[src/rtl/cpu_ram_deswiz_reader.sv]
// Block-read de-swizzler: fans a linear CPU read across NLANES striped lane
// RAMs and reassembles the returned words into one in-order output stream.
//
// state | meaning
// IDLE  | ready for a request; latches lane pointers, cursor and length
// ISSUE | one lane read per cycle while credit allows
// DRAIN | all reads issued; wait for returns and for the FIFO to empty
module cpu_ram_deswiz_reader #(
  parameter int NLANES     = 4,
  parameter int SWIZ_BITS  = 2,
  parameter int TOTAL_BITS = 16,
  parameter int WIDTH      = 32,
  parameter int LEN_BITS   = 8,
  parameter int RAM_LAT    = 2,
  parameter int FIFO_DEPTH = 8
) (
  input  logic                                    clk,
  input  logic                                    reset,
  input  logic                                    i_req_valid,
  output logic                                    o_req_ready,
  input  logic [TOTAL_BITS-1:0]                   i_req_addr,
  input  logic [LEN_BITS-1:0]                     i_req_len,
  output logic [NLANES-1:0]                       o_ram_rd,
  output logic [NLANES*(TOTAL_BITS-SWIZ_BITS)-1:0] o_ram_addr,
  input  logic [NLANES*WIDTH-1:0]                 i_ram_data,
  output logic [WIDTH-1:0]                        o_data,
  output logic                                    o_valid,
  input  logic                                    i_ready,
  output logic                                    o_last
);
  localparam int LOC_BITS = TOTAL_BITS - SWIZ_BITS;
  localparam int PTR_BITS = $clog2(FIFO_DEPTH);
  localparam int CNT_BITS = PTR_BITS + 1;
  localparam int SUM_BITS = CNT_BITS + 1;

  typedef enum logic [1:0] {IDLE, ISSUE, DRAIN} state_t;

  state_t                 state_q;
  logic                   req_ready_q;
  logic [LOC_BITS-1:0]    ptr_q  [NLANES];
  logic [LOC_BITS-1:0]    addr_q [NLANES];
  logic [SWIZ_BITS-1:0]   cursor_q;
  logic [LEN_BITS-1:0]    remaining_q;

  logic                   sr_vld_q  [RAM_LAT];
  logic [SWIZ_BITS-1:0]   sr_lane_q [RAM_LAT];
  logic                   sr_last_q [RAM_LAT];

  logic [WIDTH-1:0]       fifo_data_q [FIFO_DEPTH];
  logic                   fifo_last_q [FIFO_DEPTH];
  logic [PTR_BITS-1:0]    wr_ptr_q, rd_ptr_q;
  logic [CNT_BITS-1:0]    count_q, count_d;
  logic [CNT_BITS-1:0]    in_flight_q, in_flight_d;

  logic [WIDTH-1:0]       ram_data_w [NLANES];
  logic [SWIZ_BITS-1:0]   a_lo;
  logic [LOC_BITS-1:0]    a_hi;
  logic                   accept, credit, issue, push, pop;

  assign a_lo   = i_req_addr[SWIZ_BITS-1:0];
  assign a_hi   = i_req_addr[TOTAL_BITS-1:SWIZ_BITS];
  assign accept = i_req_valid & req_ready_q;
  // Reads still in the pipe plus words waiting in the FIFO must never exceed its depth.
  assign credit = ({1'b0, in_flight_q} + {1'b0, count_q}) < SUM_BITS'(FIFO_DEPTH);
  assign issue  = (state_q == ISSUE) && credit;
  assign push   = sr_vld_q[RAM_LAT-1];
  assign pop    = o_valid & i_ready;

  assign in_flight_d = in_flight_q + CNT_BITS'(issue) - CNT_BITS'(push);
  assign count_d     = count_q + CNT_BITS'(push) - CNT_BITS'(pop);

  assign o_req_ready = req_ready_q;
  assign o_valid     = (count_q != '0);
  assign o_data      = o_valid ? fifo_data_q[rd_ptr_q] : '0;
  assign o_last      = o_valid ? fifo_last_q[rd_ptr_q] : 1'b0;

  // One-hot read strobe for the lane under the cursor.
  always_comb begin
    o_ram_rd = '0;
    if (issue) o_ram_rd[cursor_q] = 1'b1;
  end

  for (genvar l = 0; l < NLANES; l++) begin : g_lane
    assign ram_data_w[l] = i_ram_data[l*WIDTH +: WIDTH];
    // Live pointer while reading, otherwise the last address presented.
    assign o_ram_addr[l*LOC_BITS +: LOC_BITS] = o_ram_rd[l] ? ptr_q[l] : addr_q[l];
  end

  // Request sequencing, lane pointers and cursor.
  always_ff @(posedge clk or negedge reset) begin
    if (!reset) begin
      state_q     <= IDLE;
      req_ready_q <= 1'b0;
      cursor_q    <= '0;
      remaining_q <= '0;
      for (int l = 0; l < NLANES; l++) begin
        ptr_q[l]  <= '0;
        addr_q[l] <= '0;
      end
    end else begin
      case (state_q)
        IDLE: begin
          req_ready_q <= 1'b1;
          if (accept) begin
            // Lanes below the start lane begin one row further up.
            for (int l = 0; l < NLANES; l++)
              ptr_q[l] <= a_hi + LOC_BITS'(a_lo > SWIZ_BITS'(l));
            cursor_q    <= a_lo;
            remaining_q <= i_req_len;
            if (i_req_len != '0) begin
              state_q     <= ISSUE;
              req_ready_q <= 1'b0;
            end
          end
        end
        ISSUE: begin
          if (issue) begin
            ptr_q[cursor_q]  <= ptr_q[cursor_q] + LOC_BITS'(1);
            addr_q[cursor_q] <= ptr_q[cursor_q];
            cursor_q         <= cursor_q + SWIZ_BITS'(1);
            remaining_q      <= remaining_q - LEN_BITS'(1);
            if (remaining_q == LEN_BITS'(1)) state_q <= DRAIN;
          end
        end
        DRAIN: begin
          if (in_flight_d == '0 && count_d == '0) begin
            state_q     <= IDLE;
            req_ready_q <= 1'b1;
          end
        end
        default: state_q <= IDLE;
      endcase
    end
  end

  // Return shift register tracking each read until its data lands, plus FIFO bookkeeping.
  always_ff @(posedge clk or negedge reset) begin
    if (!reset) begin
      for (int s = 0; s < RAM_LAT; s++) begin
        sr_vld_q[s]  <= 1'b0;
        sr_lane_q[s] <= '0;
        sr_last_q[s] <= 1'b0;
      end
      in_flight_q <= '0;
      count_q     <= '0;
      wr_ptr_q    <= '0;
      rd_ptr_q    <= '0;
    end else begin
      sr_vld_q[0]  <= issue;
      sr_lane_q[0] <= cursor_q;
      sr_last_q[0] <= (remaining_q == LEN_BITS'(1));
      for (int s = 1; s < RAM_LAT; s++) begin
        sr_vld_q[s]  <= sr_vld_q[s-1];
        sr_lane_q[s] <= sr_lane_q[s-1];
        sr_last_q[s] <= sr_last_q[s-1];
      end
      in_flight_q <= in_flight_d;
      count_q     <= count_d;
      if (push) wr_ptr_q <= wr_ptr_q + PTR_BITS'(1);
      if (pop)  rd_ptr_q <= rd_ptr_q + PTR_BITS'(1);
    end
  end

  // FIFO storage; contents are don't-care while empty since outputs are gated.
  always_ff @(posedge clk) begin
    if (push) begin
      fifo_data_q[wr_ptr_q] <= ram_data_w[sr_lane_q[RAM_LAT-1]];
      fifo_last_q[wr_ptr_q] <= sr_last_q[RAM_LAT-1];
    end
  end
endmodule

[config.mk]
export PLATFORM = sky130hd
export DESIGN_NAME = cpu_ram_deswiz_reader
export DESIGN_NICKNAME = d
export VERILOG_FILES = /design/src/rtl/cpu_ram_deswiz_reader.sv
export SDC_FILE = /design/constraint.sdc
export NUM_CORES = 1
export LEC_CHECK = 0
export ABC_AREA = 1
export CORE_MARGIN = 1.5
export CORE_UTILIZATION = 61
export CTS_BUF_LIST = sky130_fd_sc_hd__clkbuf_8
export CTS_CLUSTER_DIAMETER = 60
export DETAILED_ROUTE_END_ITERATION = 10
export HOLD_SLACK_MARGIN = 0.08
export PLACE_DENSITY = 0.93
export RECOVER_POWER = 50
export SKIP_LAST_GASP = 1
export SLEW_MARGIN = 10
export SYNTH_ARGS = -nofsm -noshare
export SYNTH_HDL_FRONTEND = slang
export SYNTH_SLANG_ARGS = --single-unit
[constraint.sdc]
create_clock -name clk -period 5.8 [get_ports clk]
set_input_delay 1.16 -clock clk [delete_from_list [all_inputs] [get_ports clk]]
set_output_delay 1.16 -clock clk [all_outputs]
set_load 0.01 [all_outputs]
* Word-level counts from Yosys, hierarchy flattened
Memory sizes are Yosys's and may differ from the RTL's.
Index checks and enable logic that the tools add are counted.
** Word-level totals
- Register bits after elaboration :: 147
- Bits in writable memories :: 264
- Input port bits :: 156
- Output and inout port bits :: 95
- Logic and storage cells :: 115
- Memories kept :: 2
** Memory list
- fifo_data_q :: depth 8, bits a word 32, read ports 1, clocked after Yosys merged registers in 0, write ports 1, RTL line 49 : logic [WIDTH-1:0] fifo_data_q [FIFO_DEPTH];
- fifo_last_q :: depth 8, bits a word 1, read ports 1, clocked after Yosys merged registers in 0, write ports 1, RTL line 50 : logic fifo_last_q [FIFO_DEPTH];
** Operators by class
- $add $sub $neg :: 14
- Magnitude comparators :: 10
- Equal/unequal tests :: 8
- Muxes and demuxes :: 40
- Bitwise operators :: 4
- Reductions and logical operators :: 15
** Operators with widths (count)
- 56-bit bitwise mux :: 2
- 56-bit two-way mux :: 2
- 56-bit one-hot mux with 2 select lines :: 1
- 14-bit two-way mux :: 7
- 32-bit two-way mux :: 3
- 32-bit binary-select mux with 2-bit select :: 1
- 14-bit by 1-bit adder with 14-bit output :: 4
- 14-bit binary-select mux with 2-bit select :: 1
- 14-bit demux with 2-bit select :: 1
- 8-bit two-way mux :: 2
- 8-bit one-hot mux with 2 select lines :: 1
- 14-bit by 1-bit adder with 14-bit output (second input constant) :: 1
- 2-bit two-way mux :: 7
- 4-bit by 1-bit adder with 4-bit output :: 2
- 8-bit by 1-bit == test with 1-bit output (second input constant) :: 1
- 4-bit logical NOT :: 2
- 2-bit != test (second input constant) :: 4
- 8-bit nonzero test :: 1
- 4-bit by 1-bit subtractor with 4-bit output :: 2
- 8-bit by 1-bit subtractor with 8-bit output (second input constant) :: 1
- 1-bit two-way mux :: 7
- 3-bit by 1-bit adder with 3-bit output (second input constant) :: 2
- 3-bit greater-or-equal comparator (second input constant) :: 2
- 2-bit inverter with 3-bit output :: 2
- 24 further kinds :: 32

* Longest topological paths before layout
Gate-level depths: netlist (run 1).
- Depth in word-level cells :: 9
- Mapped depth :: 18
- Mapped depth without buffers :: 18

* Worst setup path before layout (run 1)
Ideal clock, no wire load.
- Path kind :: reg2out
- Start :: reg cursor_q[1]
- End :: out o_ram_addr[1]
- Arrival time :: 1.905 ns
- Required time :: 4.640 ns
- Path slack :: 2.735 ns
- Cell stages (with the launch flop) :: 11
- Buffers on the path :: 2
- Cells stage by stage :: dfrtp_1 inv_2 buf_2 ha_1 inv_1 nor2_2 inv_2 nor2_4 inv_2 clkbuf_1 o21ai_0
** On the way
- Word-level cells in the longest chain between the ends :: 6
- Elaborated cells between the ends (all ways) :: 7
- Those cells by class :: 2 x order compare; 4 x mux; 1 x reduce/logical
** Ends and longest elaborated chain
- from (decl) :: RTL line 42 : logic [SWIZ_BITS-1:0] cursor_q;
- from (signal assigned) :: RTL line 108 : cursor_q <= a_lo;
- from (signal assigned) :: RTL line 120 : cursor_q <= cursor_q + SWIZ_BITS'(1);
- 2-bit by 3-bit < comparator with 1-bit output (not written as such) / 2-bit by 1-bit greater-or-equal comparator with 1-bit output (equally long branches) :: RTL line 80 : if (issue) o_ram_rd[cursor_q] = 1'b1;
- 1-bit logical AND (not written as such) :: RTL line 80
- 1-bit two-way mux (not written as such) :: RTL line 80
- 1-bit demux with 2-bit select * :: RTL line 80
- 4-bit two-way mux * :: RTL line 80
- named net o_ram_rd[0] :: RTL line 23 : output logic [NLANES-1:0] o_ram_rd,
- 14-bit two-way mux * :: RTL line 86 : assign o_ram_addr[l*LOC_BITS +: LOC_BITS] = o_ram_rd[l] ? ptr_q[l] : addr_q[l];
- to (decl) :: RTL line 24 : output logic [NLANES*(TOTAL_BITS-SWIZ_BITS)-1:0] o_ram_addr,
The timed path passes the listed nets; every way through them passes the cells marked *.

* Final worst setup path (run 1)
- Start :: reg state_q[1]
- End :: out o_ram_addr[50]
** On the way
- Word-level cells in the longest chain between the ends :: 4
** Ends and longest elaborated chain
- from (decl) :: RTL line 38 : state_t state_q;
- from (signal assigned) :: RTL line 92 : state_q <= IDLE;
- from (signal assigned) :: RTL line 111 : state_q <= ISSUE;
- from (signal assigned) :: RTL line 122 : if (remaining_q == LEN_BITS'(1)) state_q <= DRAIN;
- 2-bit by 1-bit == test with 1-bit output :: RTL line 65 : assign issue = (state_q == ISSUE) && credit;
- 1-bit logical AND :: RTL line 65
- 4-bit two-way mux :: RTL line 80
- 14-bit two-way mux :: RTL line 86
No other way between the ends.

==> flow_metrics.py, run 1 <==
metrics = {
    "synthesis": {
        "synth-edff-count": 264,
        "synth_fp_nets": 2303,
        "avgSynthCellArea_um2": 9.40,
        "netlist_instances": 2118,
        "synth_common_cells": "nor2_1, o21ai_0, nand2_1, edfxtp_1, dfrtp_1",
        "synth.most_common_cell": "nor2_1",
        "synth.distinct_cells": 48,
        "ys_ff_latch": 411,
        "async_reset_ff_frac": 0.358,
        "synth_warnings": 0,
        "netlist_area_um2": 19900,
        "netlist.area_leader.share": 0.398,
        "synth_top_area_cell": "edfxtp_1",
        "ys_seq_area_frac": 0.583,
        "synth.area.top_cells": "edfxtp_1, dfrtp_1, o21ai_0, nor2_1, nand2_1",
        "synthFlopType": "edfxtp_1",
    },
    "critical_path": {
        "cpPeakStageDelay_ns": 0.59,
        "cp_max_fo": 49,
        "cp-start-kind": "register",
        "crit_start": "state_q[1]",
        "path_cells": "nor2_4 > inv_2 > nor2_2 > inv_2 > nor2_4 > inv_2 > o21ai_0 > clkdlybuf4s50_1",
        "worstPathArrival_ns": 4.03,
        "crit_required_ns": 4.64,
        "crit_top_cell": "inv_2",
        "slowest_stage": "clkdlybuf4s50_1",
        "critical_path_class": "register to primary output",
        "r2r-start": "state_q[1]",
        "cp-end-kind": "primary output",
    },
    "power": {
        "cellPowerDensity_nw_per_um2": 620,
        "power.total_uw": 14800,
        "ir_drop_mv": 0.586,
        "p_leak_uw": 0.00937,
    },
    "hold_path": {
        "min_from": "sr_lane_q[3]",
        "hold_class": "register to register",
    },
    "floorplanning": {
        "die_h_um": 184,
        "die_w_um": 184,
        "rows": 65,
        "ios": 251,
        "start_util": 0.626,
        "die-area_um2": 33700,
        "core-area_um2": 31800,
    },
    "run_status": {
        "violations": "max-capacitance violations, max-slew violations",
        "outcome": "finished, violations left",
    },
    "drt": {
        "firstDrtPassIters": 8,
        "wl_per_cell_um": 21.6,
        "ant_nets": 0,
        "drt-total-wl_um": 61100,
        "drc": 0,
        "via_per_inst": 6.17,
        "vias": 17500,
        "first_iter_violations": 2308,
    },
    "layout": {
        "fill_cells": 2063,
        "fin_nets": 2524,
        "drive_gt1_frac": 0.0898,
        "fin_cells": 2831,
        "area_growth_pct": 20.2,
    },
    "clocking": {
        "clk_path_buf_depth": 3,
        "clk_latency_ns": 0.60,
        "cts.reportedPaths.clkPinSlew_ns": 0.06,
        "clock_sinks": 411,
        "cts.repair.resized": 0,
        "holdBufCountCts": 0,
        "cts_max_level": 3,
        "post_cts_buffers": 0,
        "root_buffer": "clkbuf_8",
        "cts_tree": "done",
        "cts_buffers": 69,
    },
    "global_routing": {
        "grt_antenna_before_repair": 1,
        "grt_max_degree": 93,
        "grt_pass1_wl_um": 93900,
        "grt_pass1_vias": 17200,
        "grt_use_total": 0.368,
        "overflow": 0,
    },
    "sta": {
        "skew_ns": 0.0233,
        "tightest_slew_ns": 2.74,
        "fmax_ghz": 0.193,
        "slew_headroom": -0.825,
        "drv_slew": 414,
        "worst_hold_slack_ns": 0.342,
        "hold_viol": 0,
        "tns_ns": 0,
        "layout_min_cycle_time_ns": 5.19,
        "setup_viol": 0,
        "period_share": 0.895,
        "grt_setup_unrepaired": "no",
    },
    "job": {
        "cap_violations": 13,
    },
    "placed_design": {
        "io_buffers": 250,
        "globalplace.congestion": 1.07,
        "place_inst": 2703,
        "hpwl_um": 40500,
    },
}
==> layout by cell type (no fill, tap or decap), drive strengths merged, types with 8 or more instances in the layout <==
master         synthesis  routed
dfrtp                147     147
nand2                334     334
clkbuf                78      91
clkdlybuf4s50          0     248
a31oi                 35      35
o21ai                383     383
inv                  128     149
ha                    27      27
a21oi                 90      90
nand3                 71      71
o22ai                 67      67
buf                   44      13
edfxtp               264     264
nor2                 378     378
xor2                  17      17
clkinv                 2      23
nor3                   8       8
a22oi                 15      15
==> stage by stage <==
stage	utilization	setup WS, ns	area, um2
5_1_grt	0.753	0.391	23900
2_1_floorplan	-	2.74	19900
3_5_place_dp	0.711	1.34	22600
4_1_cts	0.755	0.696	24000
6_report	0.753	0.611	23900
3_3_place_gp	0.711	1.50	22600
==> report_power, final <==
part	switching [uW]	leakage (uW)	internal, uW	total [uW]
Clock	1200	0.000770	1340	2540
Combinational	5080	0.00442	2510	7590
Sequential	461	0.00419	4240	4700
Total	6740	0.00937	8080	14800
==> area by class of cell <==
class | instances | area, um2 | area share
flip-flops and latches | 411 | 11600 | 0.485
clock inverters | 46 | 264 | 0.0110
inverters | 130 | 488 | 0.0204
clock buffers | 81 | 1110 | 0.0466
diodes | 1 | 2.50 | 0.000105
well taps | 435 | 544 | 0.0227
multi-input cells | 1455 | 7270 | 0.304
repair buffers | 272 | 2640 | 0.110
==> final timing paths <==
kind	to	slack (ns)	cells after the start
max in group asynchronous	ptr_q[43]	2.03	2
worst min register to register	sr_lane_q[1]	0.34	0
worst max-delay path	o_ram_addr[50]	0.61	8
worst max register to register	ptr_q[20]	1.61	6
min in group asynchronous	addr_q[5]	1.26	1
worst min-delay path	sr_lane_q[1]	0.34	0
==> state kept, by name, summed over array words and instances (netlist names) <==
register	flops
fifo_data_q	256
sr_last_q	2
count_q	4
sr_lane_q	4
cursor_q	2
addr_q	56
sr_vld_q	1
state_q	2
rd_ptr_q	3
push	1
in_flight_q	4
ptr_q	56
fifo_last_q	8
o_req_ready	1
remaining_q	8
wr_ptr_q	3
==> layer usage <==
layer  vias up  track usage  routed length, um
met5         -       0.0104                 41
met4         2        0.163               2500
met3       189       0.0905               6970
met2      1211        0.577              28500
met1      8295        0.489              23100
li1       7757            -                  -
==> critical path: cells and delay by family (launching register included) <==
| kind | cells | cell delay, ns |
|---|---|---|
| buffers and inverters | 4 | 1.43 |
| flip-flops | 1 | 0.42 |
| AND/OR/NAND/NOR | 3 | 1.25 |
| AO/OA/AOI/OAI | 1 | 0.31 |
==> logic make-up after synthesis <==
logic type / Yosys count / share of synthesized area
and+or+nand+nor: 803 / 0.171
adders and majority gates: 29 / 0.0190
AOI/OAI and AO/OA: 602 / 0.163
DFF: 411 / 0.583
buffers and inverters: 252 / 0.0537
xor gates and xnor gates: 21 / 0.00999
Power figures use the tool's default switching activity.
==> run 2, diff against run 1 <==
CORE_UTILIZATION = 62   (was 61)
PLACE_DENSITY = 0.94   (was 0.93)
==> flow_metrics.py, run 2 (same netlist as run 1, synthesis figures left out) <==
metrics = {
    "global_routing": {
        "grt_antenna_before_repair": 0,
        "grt_pass1_wl_um": 97400,
        "overflow": 0,
        "grt_use_total": 0.387,
        "grt_pass1_vias": 17600,
        "grt_max_degree": 93,
    },
    "clocking": {
        "holdBufCountCts": 0,
        "clk_path_buf_depth": 3,
        "clk_latency_ns": 0.63,
        "post_cts_buffers": 0,
        "clock_sinks": 411,
        "cts.repair.resized": 0,
        "cts_tree": "done",
        "root_buffer": "clkbuf_8",
        "cts_max_level": 3,
        "cts_buffers": 67,
        "cts.reportedPaths.clkPinSlew_ns": 0.06,
    },
    "critical_path": {
        "critical_path_class": "register to primary output",
        "regToRegSetupSlack_ns": 1.22,
        "cp-end-kind": "primary output",
        "rr_endpoint": "state_q[1]",
        "worstPathArrival_ns": 4.31,
        "crit_required_ns": 4.64,
        "r2r-start": "count_q[2]",
        "ff2ff_path_depth": 18,
        "cp_max_fo": 36,
        "cp-start-kind": "register",
    },
    "sta": {
        "layout_min_cycle_time_ns": 5.47,
        "fmax_ghz": 0.183,
        "slew_headroom": -1.48,
        "period_share": 0.942,
        "skew_ns": 0.0445,
        "hold_viol": 0,
        "tightest_slew_ns": 3.70,
        "tns_ns": 0,
        "grt_setup_unrepaired": "no",
        "setup_viol": 0,
        "worst_hold_slack_ns": 0.348,
        "drv_slew": 394,
        "worst_slack_ns": 0.334,
    },
    "drt": {
        "via_per_inst": 6.40,
        "first_iter_violations": 2258,
        "met1_length_um": 23300,
        "top_layer": "met4",
        "firstDrtPassIters": 6,
        "routed-wl-met2_um": 29500,
        "vias": 17800,
        "ant_nets": 0,
        "route.met3.wl_um": 8210,
        "drt-total-wl_um": 64200,
        "wl_per_cell_um": 23.1,
        "drc": 0,
    },
    "placed_design": {
        "hpwl_um": 41400,
        "globalplace.congestion": 1.02,
        "io_buffers": 250,
        "pre_cts_slack_ns": 1.36,
    },
    "floorplanning": {
        "die_w_um": 182,
        "start_util": 0.631,
        "ios": 251,
        "die_h_um": 182,
        "rows": 65,
        "die-area_um2": 33200,
        "core-area_um2": 31600,
    },
    "hold_path": {
        "hold_depth": 0,
        "hold_class": "register to register",
        "min_from": "sr_vld_q[1]",
        "hold_path_end": "push",
    },
    "power": {
        "p_leak_uw": 0.00936,
        "power.total_uw": 15000,
        "ir_drop_mv": 0.377,
        "cellPowerDensity_nw_per_um2": 629,
    },
    "layout": {
        "area_growth_pct": 19.6,
        "fin_nets": 2516,
        "top_register": "fifo_data_q",
        "largest_register_ffs": 256,
        "fin_util": 0.755,
        "fill_cells": 2037,
        "top_regs": "fifo_data_q (256), addr_q (56), ptr_q (56)",
        "final_common_cell": "nor2_1",
        "diodes": 0,
        "layout_common_cells": "nor2_1, o21ai_0, nand2_1, edfxtp_1, clkdlybuf4s50_1",
        "regArea_um2": 11600,
        "multiInputGateArea_um2": 7250,
        "drive_gt1_frac": 0.0860,
    },
    "job": {
        "cap_violations": 10,
    },
    "run_status": {
        "outcome": "finished, violations left",
        "violations": "max-capacitance violations, max-slew violations",
    },
}
## run 2: cell types whose count changed in the layout (fill, tap and decap cells not counted), moves of 3 or more
cell and change:
clkbuf_8 -5, buf_4 -4, clkinv_1 -4, clkinv_2 +3, inv_1 +3, nor2_1 +3
nor2_4 -3, o21ai_0 -3, o21ai_2 +3
## run 2: through the flow
step	std cells	area [um2]
final	2786	23800
after global routing	2786	23800
after CTS	2786	23900
after detailed placement	2664	22500
after global placement	2664	22500
after floorplan	2118	19900
## run 2: final cells by class
| class | count | area share |
|---|---|---|
| sequential | 411 | 0.488 |
| multi-input combinational | 1455 | 0.304 |
| timing repair buffer | 266 | 0.110 |
| clock buffer | 76 | 0.0439 |
| tap | 402 | 0.0211 |
| inverter | 130 | 0.0205 |
| clock inverter | 46 | 0.0131 |
## run 2: power breakdown
group / switching, uW / internal (uW)
Sequential: 439 / 4240
Combinational: 5240 / 2500
Clock: 1240 / 1320
Total: 6910 / 8060
## run 2: worst max path at each step
stage                      startpoint             end  slack (ns)
final                     cursor_q[1]  o_ram_addr[33]        0.33
after global routing      cursor_q[1]  o_ram_addr[28]        0.19
after CTS                  state_q[1]   o_ram_addr[3]        0.73
after detailed placement   state_q[1]   o_ram_addr[3]        1.36
after global placement     state_q[1]  o_ram_addr[45]        1.54
after floorplan           cursor_q[1]   o_ram_addr[1]        2.74
## run 2: per-layer routing
| metal | track usage | up-vias |
|---|---|---|
| met2 | 0.612 | 1424 |
| met4 | 0.180 | 0 |
| met1 | 0.499 | 8380 |
| met5 | 0 | - |
| li1 | - | 7735 |
| met3 | 0.112 | 292 |
## run 2: critical path, cell delays in order, from the launching register on
cell and delay [ns]:
dfrtp_1 0.36, clkbuf_1 1.02, ha_1 0.37, inv_1 0.06, nor2_2 0.45, inv_2 0.16
nor2_4 0.22, inv_2 0.22, o21ai_0 0.25, clkdlybuf4s50_1 0.58
